[config.mk]
export PLATFORM = sky130hd
export DESIGN_NAME = control_fsm
export DESIGN_NICKNAME = d
export VERILOG_FILES = /design/src/rtl/control_fsm.sv
export SDC_FILE = /design/constraint.sdc
export NUM_CORES = 1
export LEC_CHECK = 0
export ABC_AREA = 1
export CAP_MARGIN = 20
export CORE_MARGIN = 8
export CORE_UTILIZATION = 49
export CTS_CLUSTER_SIZE = 16
export DETAILED_ROUTE_END_ITERATION = 12
export PLACE_DENSITY = 0.8
export SETUP_SLACK_MARGIN = 0.02
export SYNTH_ARGS = -nofsm -noshare
export SYNTH_HDL_FRONTEND = slang
export SYNTH_SLANG_ARGS = --single-unit
[constraint.sdc]
create_clock -name clk -period 2.4 [get_ports clk]
set_clock_uncertainty 0.05 [all_clocks]
set_input_delay 0.36 -clock clk [delete_from_list [all_inputs] [get_ports clk]]
set_output_delay 0.36 -clock clk [all_outputs]
set_load 0.03 [all_outputs]
[src/rtl/control_fsm.sv]
// ============================================================================
// control_fsm : multi-cycle miniRISC control unit that sequences data_path
// Revision    : 1.0
// ============================================================================
`default_nettype none

module control_fsm #(
  parameter int CNT_W = 16
) (
  input  logic             clk,
  input  logic             rst,
  input  logic             start,
  input  logic             stall,
  input  logic [5:0]       opcode_in,
  input  logic [5:0]       func_in,
  output logic             ir_load,
  output logic             pc_en,
  output logic [1:0]       reg_write,
  output logic             imm_mux_ctrl,
  output logic             alu_mux_ctrl,
  output logic [3:0]       alu_op,
  output logic             dmem_enable,
  output logic             dmem_write_enable,
  output logic [1:0]       reg_write_mux_ctrl,
  output logic [4:0]       br_op,
  output logic             halted,
  output logic             illegal,
  output logic [CNT_W-1:0] instr_count
);

  localparam logic [5:0] OP_RTYPE = 6'd0;
  localparam logic [5:0] OP_LW    = 6'd3;
  localparam logic [5:0] OP_SW    = 6'd4;
  localparam logic [5:0] OP_BR0   = 6'd5;
  localparam logic [5:0] OP_BAL   = 6'd9;
  localparam logic [5:0] OP_HALT  = 6'h3F;

  localparam logic [1:0] WSEL_LINK = 2'b00;
  localparam logic [1:0] WSEL_MEM  = 2'b01;
  localparam logic [1:0] WSEL_ALU  = 2'b10;

  typedef enum logic [2:0] {
    S_IDLE   = 3'd0,
    S_FETCH  = 3'd1,
    S_DECODE = 3'd2,
    S_EXEC   = 3'd3,
    S_MEM    = 3'd4,
    S_WB     = 3'd5,
    S_HALT   = 3'd6
  } state_t;

  state_t           state;
  state_t           state_nxt;
  logic [5:0]       op_q;
  logic [5:0]       func_q;
  logic [CNT_W-1:0] count_q;
  logic             retire;

  // Instruction class of the latched opcode
  logic       is_lw;
  logic       is_sw;
  logic       is_br;
  logic       is_bal;
  logic       dec_valid;
  logic       dec_halt;

  // Datapath controls that stay stable from EXEC to the end of the instruction
  logic [3:0] ex_alu_op;
  logic       ex_alu_mux;
  logic       ex_imm_mux;
  logic [4:0] ex_br_op;

  assign is_lw  = (op_q == OP_LW);
  assign is_sw  = (op_q == OP_SW);
  assign is_br  = (op_q >= OP_BR0) && (op_q <= OP_BAL);
  assign is_bal = (op_q == OP_BAL);

  assign dec_valid = (opcode_in <= OP_BAL);
  assign dec_halt  = (opcode_in == OP_HALT);

  assign instr_count = count_q;

  always_ff @(posedge clk) begin
    if (rst) begin
      state   <= S_IDLE;
      op_q    <= 6'd0;
      func_q  <= 6'd0;
      count_q <= '0;
    end else if (!stall) begin
      state <= state_nxt;
      if (state == S_DECODE) begin
        op_q   <= opcode_in;
        func_q <= func_in;
      end
      if (retire && (count_q != {CNT_W{1'b1}})) begin
        count_q <= count_q + 1'b1;
      end
    end
  end

  always_comb begin
    ex_alu_op  = 4'd0;
    ex_alu_mux = 1'b0;
    ex_imm_mux = 1'b0;
    ex_br_op   = 5'd0;
    if (op_q == OP_RTYPE) begin
      ex_alu_op = func_q[3:0];
    end else if (op_q == 6'd1) begin
      ex_alu_mux = 1'b1;
    end else if (op_q == 6'd2) begin
      ex_alu_op  = 4'd1;
      ex_alu_mux = 1'b1;
    end else if (is_lw || is_sw) begin
      ex_imm_mux = 1'b1;
      ex_alu_mux = 1'b1;
    end else if (is_br) begin
      ex_br_op = 5'b00001 << (op_q - OP_BR0);
    end
  end

  always_comb begin
    state_nxt          = state;
    retire             = 1'b0;
    ir_load            = 1'b0;
    pc_en              = 1'b0;
    reg_write          = 2'b00;
    imm_mux_ctrl       = 1'b0;
    alu_mux_ctrl       = 1'b0;
    alu_op             = 4'd0;
    dmem_enable        = 1'b0;
    dmem_write_enable  = 1'b0;
    reg_write_mux_ctrl = 2'b00;
    br_op              = 5'd0;
    halted             = 1'b0;
    illegal            = 1'b0;

    if ((state == S_EXEC) || (state == S_MEM) || (state == S_WB)) begin
      alu_op       = ex_alu_op;
      alu_mux_ctrl = ex_alu_mux;
      imm_mux_ctrl = ex_imm_mux;
      br_op        = ex_br_op;
    end

    case (state)
      S_IDLE: begin
        if (start) state_nxt = S_FETCH;
      end
      S_FETCH: begin
        ir_load   = 1'b1;
        state_nxt = S_DECODE;
      end
      S_DECODE: begin
        // Dispatch looks at the live opcode; the latch closes on this same edge
        if (dec_valid) begin
          state_nxt = S_EXEC;
        end else if (dec_halt) begin
          state_nxt = S_HALT;
        end else begin
          illegal   = 1'b1;
          pc_en     = 1'b1;
          state_nxt = S_FETCH;
        end
      end
      S_EXEC: begin
        if (is_br) begin
          pc_en = 1'b1;
          if (is_bal) begin
            reg_write          = 2'b01;
            reg_write_mux_ctrl = WSEL_LINK;
          end
          retire    = 1'b1;
          state_nxt = S_FETCH;
        end else if (is_lw || is_sw) begin
          state_nxt = S_MEM;
        end else begin
          state_nxt = S_WB;
        end
      end
      S_MEM: begin
        dmem_enable = 1'b1;
        if (is_sw) begin
          dmem_write_enable = 1'b1;
          pc_en             = 1'b1;
          retire            = 1'b1;
          state_nxt         = S_FETCH;
        end else begin
          state_nxt = S_WB;
        end
      end
      S_WB: begin
        if (is_lw) begin
          reg_write          = 2'b10;
          reg_write_mux_ctrl = WSEL_MEM;
          dmem_enable        = 1'b1;
        end else begin
          reg_write          = 2'b01;
          reg_write_mux_ctrl = WSEL_ALU;
        end
        pc_en     = 1'b1;
        retire    = 1'b1;
        state_nxt = S_FETCH;
      end
      S_HALT: begin
        halted = 1'b1;
      end
      default: begin
        state_nxt = S_IDLE;
      end
    endcase
  end

endmodule

`default_nettype wire
# Word-level counts from Yosys, hierarchy flattened
# Cells that the tools add are included.
# classes
addsub,2
order_cmp,3
eq_ne,14
shift,1
mux,44
n_bitwise,2
n_reduce_logical,10
# ops
cell,count
5-bit 2-to-1 mux,6
1-bit 2-to-1 mux,23
3-bit case mux with 7 select lines,1
"16-bit by 1-bit adder with 16-bit output, second input constant",1
"16-bit != test, second input constant",1
3-bit 2-to-1 mux,5
"6-bit by 2-bit equality test with 1-bit output, second input constant",2
"6-bit by 4-bit <= comparator with 1-bit output, second input constant",2
"3-bit equality test, second input constant",3
4-bit 2-to-1 mux,2
"3-bit by 2-bit equality test with 1-bit output, second input constant",2
"6-bit by 1-bit equality test with 1-bit output, second input constant",1
"6-bit by 3-bit equality test with 1-bit output, second input constant",1
"6-bit by 4-bit equality test with 1-bit output, second input constant",1
"6-bit equality test, second input constant",1
"6-bit by 3-bit greater-or-equal comparator with 1-bit output, second input constant",1
6-bit zero test,1
2-bit 2-to-1 mux,3
"1-bit by 6-bit << shifter with 5-bit output, first input constant",1
"6-bit by 3-bit subtractor with 6-bit output, second input constant",1
1-bit case mux with 4 select lines,1
2-bit case mux with 2 select lines,1
2-bit AND reduction,2
"3-bit by 1-bit equality test with 1-bit output, second input constant",1
other kinds (8),12
# word_totals
register_bits,29
input_bits,16
out_inout_bits,37
wordCells,80

# Logic depth before layout (Yosys ltp)
# logic_depth
word_depth,8
depth_mapped,12
depth_no_buf,12

# Least setup slack after synthesis
# No wires, ideal clock.
# synth_path
path_type,reg-to-output
startpoint,register op_q[0]
endpoint,output port br_op[0]
arrival_time_ps,1921
required_ps,1990
path_slack_ps,69
path_stages_with_launch,8
n_path_buf,0
path_cell_list,dfxtp_1 > inv_1 > ha_1 > nand4_1 > nand2_1 > nor2_1 > nand3_1 > nor3_1
# synth_between
elab_chain_cells,8
word_cells_on_any_way,17
cone_classes,add/sub: 1; order compare: 2; eq/ne: 4; shift: 1; mux: 6; reduce/logical: 3
# synth_lines
item,line_no,source
start: declaration,54,logic [5:0] op_q;
start signal: assignment,92,op_q <= opcode_in;
"6-bit by 3-bit subtractor with 6-bit output, or another cell as far along",117,ex_br_op = 5'b00001 << (op_q - OP_BR0);
1-bit by 6-bit << shifter with 5-bit output / 1-bit logical AND (equally long branches),"117, 75",
5-bit 2-to-1 mux,116,end else if (is_br) begin
5-bit 2-to-1 mux,113,end else if (is_lw || is_sw) begin
5-bit 2-to-1 mux,110,end else if (op_q == 6'd2) begin
5-bit 2-to-1 mux,108,end else if (op_q == 6'd1) begin
5-bit 2-to-1 mux (*),106,if (op_q == OP_RTYPE) begin
5-bit 2-to-1 mux (*),137,if ((state == S_EXEC) || (state == S_MEM) || (state == S_WB)) begin
end: declaration,25,"output logic [4:0] br_op,"
# Mark *: on every way between the ends. The rest lies on a longest branch, timed or not.

# Final worst setup path
# layout_path
startpoint,register op_q[0]
endpoint,output port br_op[4]
# Same word-level chain as after synthesis.

==> impl_metrics.py <==
metrics = {
    "pwr": {
        "static_leakage_nw": 1.19,
        "combPwrFrac": 0.113,
        "netSwitchingPower_mw": 0.255,
        "total_power_mw": 1.05,
        "ir_worst_vdd_v": 0.000307,
        "power_frac_clock": 0.415,
        "switching_share": 0.242,
        "seq_power_share": 0.472,
        "power_density_nw_per_um2": 377,
        "p_int_mw": 0.796,
    },
    "clock_tree": {
        "cts.sink_count": 29,
        "cts-buffers-inserted": 5,
        "clk_root_buffer_cell": "sky130_fd_sc_hd__clkbuf_8",
        "cts_hold_buffers": 0,
        "worst_skew_pair.late_latency_ps": 280,
        "depth_of_the_cts_h_tree": 2,
        "clkSlewWorstSetupHoldPaths_ps": 60,
        "cts_tree": "done",
        "clock_path_buffers": 2,
    },
    "worst_hold_path": {
        "hold_path.class": "flop to flop",
    },
    "timing": {
        "slew_headroom": 0.709,
        "final_period_minus_worst_setup_slack_ps": 2380,
        "period_share": 0.991,
        "final-setup-viol-count": 0,
        "number_of_failing_hold_endpoints_at_the_final_stage": 0,
        "final_max_slew_viol_count": 0,
        "fmax_mhz": 420,
        "tightest_slew_ps": 435,
        "totalNegativeSetupSlack_ps": 0,
        "rsz_0062_raised_after_global_routing": "yes",
    },
    "route": {
        "routed-via-count": 2351,
        "wirelength_um": 5820,
        "drt-wirelength-per-cell_um": 13.2,
        "drt_iter0_markers": 143,
        "detail-route-antenna-nets": 0,
        "viasPerCell": 5.34,
        "drt-pass1-iter-count": 4,
        "remaining_drc_errors": 0,
    },
    "finish": {
        "nets": 412,
        "final_core_utilization": 0.692,
        "layout.cells.most_common_list": "80 x sky130_fd_sc_hd__nand2_1, 42 x sky130_fd_sc_hd__nor2_1, 34 x sky130_fd_sc_hd__nand3_1",
        "fillCellCount": 357,
        "drive_above_1_share": 0.159,
        "mostFrequentLayoutCell": "sky130_fd_sc_hd__nand2_1",
        "synthToLayoutAreaGrowth_pct": 35.5,
        "fin_cells": 440,
        "n_antenna_cell": 0,
    },
    "synth": {
        "synth_top_cell_by_area": "sky130_fd_sc_hd__dfxtp_1",
        "synth_nets": 355,
        "syn_area_per_cell_um2": 6.20,
        "ys_ff_latch": 29,
        "synth_seq_area_share": 0.282,
        "synth_cell_type_count": 28,
        "synth_largest_type_area_fraction": 0.282,
        "syn_area_um2": 2060,
        "syn_inst": 332,
        "yosys_warnings": 0,
        "ys_top_cells_by_area": "sky130_fd_sc_hd__dfxtp_1 28%, sky130_fd_sc_hd__nand2_1 15%, sky130_fd_sc_hd__nand3_1 8.5%",
    },
    "die": {
        "placement_rows": 23,
        "initial_utilization": 0.511,
        "top_level_ports": 53,
        "fp.dieH_um": 80.8,
        "core_area_um2": 4030,
        "dieArea_um2": 6530,
        "dieWidth_um": 80.8,
    },
    "run": {
        "max_cap_check_violation_count": 0,
    },
    "place": {
        "dpl.cell_count": 429,
        "port-buffer-count": 50,
        "place.gp.congestion": 0.869,
        "place_hpwl_um": 4240,
    },
    "critical_path": {
        "cp_data_required_time_ps": 1990,
        "timing.critical_path.arrival_ps": 1970,
        "startpoint_type": "flop",
        "critical_path.endpoint_type": "output port",
        "worstSetupPathType": "flop to output port",
        "critical_path.max_fanout": 5,
    },
    "global_route": {
        "antenna_found_initial": 0,
        "first_global_vias": 2138,
        "globalRoute.totalOverflow": 0,
        "grt_first_pass_wirelength_um": 9320,
        "grt_usage": 0.175,
        "pin_count_of_the_biggest_net_entering_global_routing": 18,
    },
    "outcome": {
        "run_status": "completed",
    },
}
per-layer routing:
metal	vias to the layer above	wire length (um)	global-route usage
li1	1199	-	-
met1	1074	2370	0.195
met2	72	3020	0.318
met3	6	384	0.0375
met4	0	49	0.0661
met5	-	0	0
kinds of logic (layout without fill, tap and decap cells):
family          count (synthesis)  count (layout)  synth area share
compound gates                 49              49             0.123
xor+xnor                       10              10            0.0426
simple gates                  194             194             0.422
flops                          29              29             0.282
fa+ha+maj                       7               7            0.0426
buf+inv                        43             101            0.0870
registers in the layout, summed over array words and instances, names as in the netlist:
| name | flops |
|---|---|
| op_q | 6 |
| instr_count | 16 |
| func_q | 4 |
| state | 3 |
Yosys cell counts, drive strengths merged:
cell type,count
nand4,10
ha,7
dfxtp,29
nor3b,1
a21oi,31
xor2,8
a21boi,1
xnor2,2
clkbuf,2
nor3,11
nand2,87
inv,36
nor2,49
o21ai,16
nand3,36
o21bai,1
buf,5
power by group through the flow:
stage	clock network [mW]	registers, mW	logic (mW)
global placement	0	0.506	0.106
CTS	0.445	0.496	0.110
floorplan	0	0.503	0.0666
finish	0.436	0.496	0.119
global route	0.465	0.497	0.130
detailed placement	0	0.507	0.107
metrics by stage:
step / instance area [um^2] / worst slack (ps) / hold WS (ps)
floorplan: 2060 / 69.1 / 428
global placement: 2580 / 119 / 448
detailed placement: 2580 / 79.6 / 447
CTS: 2700 / 22.3 / 465
global route: 2790 / -107 / 489
finish: 2790 / 20.6 / 464
critical path, cell delays in order (launching register included):
cell                      delay, ps
sky130_fd_sc_hd__dfxtp_4        380
sky130_fd_sc_hd__inv_4           50
sky130_fd_sc_hd__ha_4           170
sky130_fd_sc_hd__buf_6          120
sky130_fd_sc_hd__nor2_4         110
sky130_fd_sc_hd__nor2_4          70
sky130_fd_sc_hd__xor2_2         180
sky130_fd_sc_hd__nand4_1        200
sky130_fd_sc_hd__nor3_2         230
sky130_fd_sc_hd__buf_4          180
final timing paths:
kind / slack [ps] / cells past startpoint / endpoint / from
worst min register to register: 460 / 2 / instr_count[1] / instr_count[1]
worst max register to register: 500 / 9 / instr_count[14] / instr_count[0]
worst max-delay path: 20 / 9 / br_op[4] / op_q[0]
worst min-delay path: 460 / 2 / instr_count[1] / instr_count[1]
cell type report:
class,instances,area (um^2),area share
repair buffers,57,533,0.191
well taps,50,62.6,0.0224
flip-flops and latches,29,591,0.212
multi-input cells,260,1360,0.488
clock buffers,7,96.3,0.0346
inverters,36,140,0.0503
clock inverters,1,5.00,0.00180
timing repair:
item	in CTS	in global routing
resized for setup	15	21
endpoints found under the setup margin	14	10
buffers inserted	0	3
pin swaps	0	9
Power figures use the tool's default switching activity.
